**config.mk**
```make
export PLATFORM = sky130hd
export DESIGN_NAME = paddle_control
export DESIGN_NICKNAME = d
export VERILOG_FILES = /design/src/rtl/paddle_control.sv
export SDC_FILE = /design/constraint.sdc
export NUM_CORES = 1
export LEC_CHECK = 0
export ABC_AREA = 1
export BUFFER_PORTS_ARGS = -buffer_cell sky130_fd_sc_hd__buf_2
export CORE_MARGIN = 1.5
export CORE_UTILIZATION = 40
export DETAILED_ROUTE_END_ITERATION = 10
export PLACE_DENSITY = 0.62
export SETUP_SLACK_MARGIN = 0.02
export SLEW_MARGIN = 20
export SYNTH_ARGS = -nofsm -noshare
export SYNTH_HDL_FRONTEND = slang
export SYNTH_SLANG_ARGS = --single-unit
```
**constraint.sdc**
```tcl
create_clock -name clk -period 2.83 [get_ports clk]
set_input_delay 0.7075 -clock clk [delete_from_list [all_inputs] [get_ports clk]]
set_output_delay 0.7075 -clock clk [all_outputs]
set_load 0.02 [all_outputs]
```
**src/rtl/paddle_control.sv**
```systemverilog
// paddle_control: button synchronisers and debouncers, a free-running movement tick, and both paddle positions.
// Optional AUTO_TRACK_EN: the right paddle follows ball_y instead of its buttons.
module paddle_control #(
  parameter int DIV_BIT    = 17,
  parameter int DEB_CYCLES = 50000,
  parameter int STEP       = 2,
  parameter int Y_MIN      = 10,
  parameter int Y_MAX      = 370,
  parameter int INIT_Y     = 190
) (
  input  logic       clk,
  input  logic       rst,
  input  logic       btn_up_i,
  input  logic       btn_dn_i,
  input  logic       btn_up_d,
  input  logic       btn_dn_d,
  input  logic       freeze,
`ifdef AUTO_TRACK_EN
  input  logic [9:0] ball_y,
`endif
  output logic [9:0] posbarraiy,
  output logic [9:0] posbarrady,
  output logic       tick
);

  localparam logic [9:0]  STEP_W   = 10'(STEP);
  localparam logic [9:0]  Y_MIN_W  = 10'(Y_MIN);
  localparam logic [9:0]  Y_MAX_W  = 10'(Y_MAX);
  localparam logic [9:0]  INIT_W   = 10'(INIT_Y);
  localparam logic [15:0] DEB_LAST = 16'(DEB_CYCLES - 1);

`ifdef AUTO_TRACK_EN
  localparam int NBTN = 2;
  logic [NBTN-1:0] w_btnRaw;
  assign w_btnRaw = {btn_dn_i, btn_up_i};
`else
  localparam int NBTN = 4;
  logic [NBTN-1:0] w_btnRaw;
  assign w_btnRaw = {btn_dn_d, btn_up_d, btn_dn_i, btn_up_i};
`endif

  logic [NBTN-1:0]    r_sync1;
  logic [NBTN-1:0]    r_sync2;
  logic [NBTN-1:0]    w_lvl;
  logic [DIV_BIT-1:0] r_div;
  logic               r_tick;
  logic [9:0]         r_posL;
  logic [9:0]         r_posR;

  always_ff @(posedge clk) begin
    if (rst) begin
      r_sync1 <= '0;
      r_sync2 <= '0;
    end else begin
      r_sync1 <= w_btnRaw;
      r_sync2 <= r_sync1;
    end
  end

  // The debounced level only follows the synced level after DEB_CYCLES consecutive disagreeing cycles.
  for (genvar g = 0; g < NBTN; g++) begin : g_deb
    logic [15:0] r_debCnt;
    logic        r_debLvl;

    always_ff @(posedge clk) begin
      if (rst) begin
        r_debCnt <= '0;
        r_debLvl <= 1'b0;
      end else if (r_sync2[g] == r_debLvl) begin
        r_debCnt <= '0;
      end else if (r_debCnt == DEB_LAST) begin
        r_debLvl <= r_sync2[g];
        r_debCnt <= '0;
      end else begin
        r_debCnt <= r_debCnt + 16'd1;
      end
    end

    assign w_lvl[g] = r_debLvl;
  end

  always_ff @(posedge clk) begin
    if (rst) begin
      r_div  <= '0;
      r_tick <= 1'b0;
    end else begin
      r_div  <= r_div + DIV_BIT'(1);
      r_tick <= &r_div;
    end
  end

  function automatic logic [9:0] stepPos(input logic [9:0] pos, input logic up, input logic dn);
    logic [9:0] res;
    res = pos;
    if (up && !dn) begin
      res = (pos >= Y_MIN_W + STEP_W) ? pos - STEP_W : Y_MIN_W;
    end else if (dn && !up) begin
      res = (pos <= Y_MAX_W - STEP_W) ? pos + STEP_W : Y_MAX_W;
    end
    return res;
  endfunction

`ifdef AUTO_TRACK_EN
  // Aim the paddle top 50 px above the ball, landing exactly when within one step.
  function automatic logic [9:0] trackPos(input logic [9:0] pos, input logic [9:0] ball);
    logic [9:0] tgt;
    logic [9:0] res;
    if (ball < Y_MIN_W + 10'd50) begin
      tgt = Y_MIN_W;
    end else if (ball - 10'd50 > Y_MAX_W) begin
      tgt = Y_MAX_W;
    end else begin
      tgt = ball - 10'd50;
    end
    res = pos;
    if (pos < tgt) begin
      res = (tgt - pos <= STEP_W) ? tgt : pos + STEP_W;
    end else if (pos > tgt) begin
      res = (pos - tgt <= STEP_W) ? tgt : pos - STEP_W;
    end
    return res;
  endfunction
`endif

  always_ff @(posedge clk) begin
    if (rst) begin
      r_posL <= INIT_W;
      r_posR <= INIT_W;
    end else if (r_tick && !freeze) begin
      r_posL <= stepPos(r_posL, w_lvl[0], w_lvl[1]);
`ifdef AUTO_TRACK_EN
      r_posR <= trackPos(r_posR, ball_y);
`else
      r_posR <= stepPos(r_posR, w_lvl[2], w_lvl[3]);
`endif
    end
  end

  assign posbarraiy = r_posL;
  assign posbarrady = r_posR;
  assign tick       = r_tick;

endmodule

```
==> flow_summary.yaml <==
clock_tree:
  cts-resized-gates: 0
  cts_root_buffer: "clkbuf_16"
  post_cts_buffers: 0
  numCtsBuffers: 9
  cts_tree: "done"
  cts.clk_slew.worst_paths_ns: 0.08
  cts_max_level: 3
  clock_sinks: 112
  clock_latency_ns: 0.36
  cts_buffer_depth: 2
  hold_buffers: 0
floorplan:
  fp.dieW_um: 125.0
  dieHeight_um: 125.0
  core_sq_um: 14530
  rows: 44
  die_area_sq_um: 15620
  ios: 28
  start_util: 0.4096
global_routing:
  grt_use_total: 0.1540
  grt_overflow: 0
  grt_pass1_wl_um: 20550
  antenna_found_initial: 0
  grt_pass1_vias: 4676
  grt_max_degree: 29
worst_hold_path:
  min_path_cells: 2
  worstHoldStart: "r_sync1[2]$_SDFF_PP0_"
  hold_class: "reg -> reg"
  min_to: "r_sync2[2]$_SDFF_PP0_"
critical_path:
  crit_path_end_kind: "flop"
  crit_fanout: 5
  critical_path_class: "reg -> reg"
  timing.rr.start: "r_div[0]$_SDFF_PP0_"
  worstPathArrival_ns: 2.12
  r2r-end: "r_div[16]$_SDFF_PP0_"
  start_kind: "flop"
  rrSetupSlack_ns: 0.95
  worstRegToRegCells: 10
  worstPathRequired_ns: 3.08
yosys:
  synth_compound_area_frac: 0.09164
  ys_seq_elements: 112
  synth_top_family_by_area: "simple AND/OR/NAND/NOR gates"
  synth-seq-area-share: 0.3766
  synth_area_sq_um: 5953
  synth-xor-area-share: 0.03678
  synth_cell_types: 44
  yosys.area_share.simple: 0.3850
  synth_adder_area_share: 0.02522
  yosysWarnings: 0
  syn_inst: 853
  synthMuxAreaShare: 0
  syn_area_per_cell_sq_um: 6.979
sta:
  drv_slew: 0
  finClkSkew_ns: 0.009645
  fin_crit_ns: 1.877
  fin_ws_ns: 0.9535
  rsz0062_at_grt: "false"
  finalHoldViolations: 0
  tns_ns: 0
  timing.final.crit_share: 0.6631
  hold_ws_ns: 0.4051
  final-setup-viol-count: 0
  fmax_mhz: 532.9
placed_design:
  place_congestion: 0.8587
  hpwl_um: 8402
  io_buffer_count: 25
  dp.cells: 1049
  pre_cts_ws_ns: 0.7568
routing:
  initialDrtViolationCount: 206
  vias: 5144
  drc: 0
  via_per_inst: 4.830
  antenna_left: 0
  wl_per_cell_um: 10.83
  firstDrtPassIters: 5
  routed_wl_um: 11530
final_layout:
  syn_to_final_growth_pct: 9.184
  multi_input_area_sq_um: 3214
  layout_commonest_cell: "nand2_1"
  stdcell_count: 1065
  mostFrequentLayoutCells: "nand2_1, nor2_1, dfxtp_1"
  layout-drive-gt1-share: 0.1317
  nets: 895
  diodes: 0
  fillerInstances: 1516
  seq_area_sq_um: 2242
outcome:
  status: "completed"
pwr:
  cellLeakagePower_uw: 0.002473
  powerDensity_nw_per_um2: 437.8
  vdd_drop_max_mv: 0.2840
flow_run:
  cap_violations: 0
[worst max path at each step]
stage | from | slack, ns | to
after detailed placement | rst | 0.76 | g_deb[3].r_debCnt[2]$_SDFF_PP0_
after floorplan | r_div[0]$_SDFF_PP0_ | 1.15 | r_div[16]$_SDFF_PP0_
after CTS | r_div[0]$_SDFF_PP0_ | 0.92 | r_div[16]$_SDFF_PP0_
after global routing | r_div[0]$_SDFF_PP0_ | 0.69 | r_div[16]$_SDFF_PP0_
final | r_div[0]$_SDFF_PP0_ | 0.95 | r_div[16]$_SDFF_PP0_
after global placement | rst | 0.79 | g_deb[3].r_debCnt[2]$_SDFF_PP0_
[cell type report]
| class | count | share of cell area |
|---|---|---|
| Sequential cell | 112 | 0.3449 |
| Clock inverter | 6 | 0.007507 |
| Timing Repair Buffer | 27 | 0.02156 |
| Clock buffer | 10 | 0.03523 |
| Inverter | 105 | 0.06083 |
| Tap cell | 184 | 0.03542 |
| Multi-Input combinational cell | 621 | 0.4945 |
[critical path: stages, from the launching register on]
cell and delay (ns):
dfxtp_1 0.38, ha_1 0.21, nand3_2 0.13, nor3_4 0.20, nand3_1 0.13, nor2_1 0.20
nand4_1 0.10, nor2_1 0.11, ha_1 0.23, inv_1 0.05, nor2_1 0.03
[per-stage QoR]
stage            util  power, uW  area [sq um]
2_1_floorplan       -       1669          5957
3_3_place_gp   0.4281       1679          6222
3_5_place_dp   0.4281       1679          6222
4_1_cts        0.4472       2900          6500
5_1_grt        0.4472       2951          6500
6_report       0.4472       2846          6500
[layer usage]
| layer | share of wire | global-route usage | wire, um | vias to the layer above |
|---|---|---|---|---|
| li1 | - | - | - | 2784 |
| met1 | 0.52 | 0.2044 | 5993 | 2282 |
| met2 | 0.43 | 0.2459 | 5002 | 62 |
| met3 | 0.028 | 0.03423 | 320 | 16 |
| met4 | 0.019 | 0.05682 | 216 | 0 |
| met5 | 0 | 0 | 0 | - |
[synthesized netlist by cell type]
| cell type | count | area [sq um] |
|---|---|---|
| inv_1 | 98 | 367.9 |
| nor2_2 | 16 | 100.1 |
| dfxtp_1 | 112 | 2242 |
| buf_6 | 4 | 45.04 |
| o211ai_1 | 2 | 15.01 |
| nand2_1 | 180 | 675.7 |
| nor3_4 | 3 | 48.80 |
| nand3_1 | 59 | 295.3 |
| nor4_2 | 1 | 12.51 |
| conb_1 | 1 | 3.750 |
| and3_1 | 1 | 6.260 |
| nor3_2 | 6 | 60.06 |
| a31oi_1 | 4 | 25.02 |
| a21oi_1 | 46 | 230.2 |
| nand3b_1 | 2 | 15.01 |
| buf_4 | 2 | 15.01 |
| inv_2 | 6 | 22.52 |
| nor2_1 | 121 | 454.2 |
| nand4_2 | 2 | 25.02 |
| nand4_1 | 20 | 125.1 |
| or2_2 | 4 | 25.02 |
| xnor2_1 | 7 | 61.31 |
| o21ai_2 | 1 | 8.760 |
| nand3_2 | 4 | 40.04 |
| o21ai_1 | 2 | 10.01 |
| nor3b_1 | 4 | 30.03 |
| nor2b_1 | 1 | 6.260 |
| buf_1 | 1 | 3.750 |
| nand2_2 | 12 | 75.07 |
| or3_1 | 1 | 6.260 |
| and2_1 | 1 | 6.260 |
| o21ai_0 | 32 | 160.2 |
| nand2_4 | 1 | 11.26 |
| nor3b_2 | 1 | 12.51 |
| buf_2 | 6 | 30.03 |
| ha_1 | 12 | 150.1 |
| nor3_1 | 31 | 155.2 |
| xor2_1 | 18 | 157.7 |
| nor2_4 | 5 | 56.30 |
| clkbuf_1 | 3 | 11.26 |
| or2_0 | 7 | 43.79 |
| a21oi_2 | 11 | 96.34 |
| clkinv_2 | 1 | 5.000 |
| nor4_1 | 1 | 6.260 |
[logic make-up after synthesis]
| logic type | Yosys count |
|---|---|
| buffers and inverters | 121 |
| other | 1 |
| flip-flops | 112 |
| AO/OA/AOI/OAI | 98 |
| AND/OR/NAND/NOR | 484 |
| adder cells (fa/ha/maj) | 12 |
| XOR/XNOR | 25 |
[flip-flops by register name, indices dropped and copies added (netlist names)]
signal          count
g_deb.r_debCnt     64
g_deb.r_debLvl      4
posbarrady          9
posbarraiy          9
r_div              17
r_sync1             4
r_sync2             4
tick                1
[report_power, final]
part / total [uW] / switching [uW] / internal, uW
registers: 1590 / 7.30 / 1590
logic: 48.8 / 34.7 / 14.1
clock network: 1200 / 597 / 607
(Power assumes the default switching activity.)
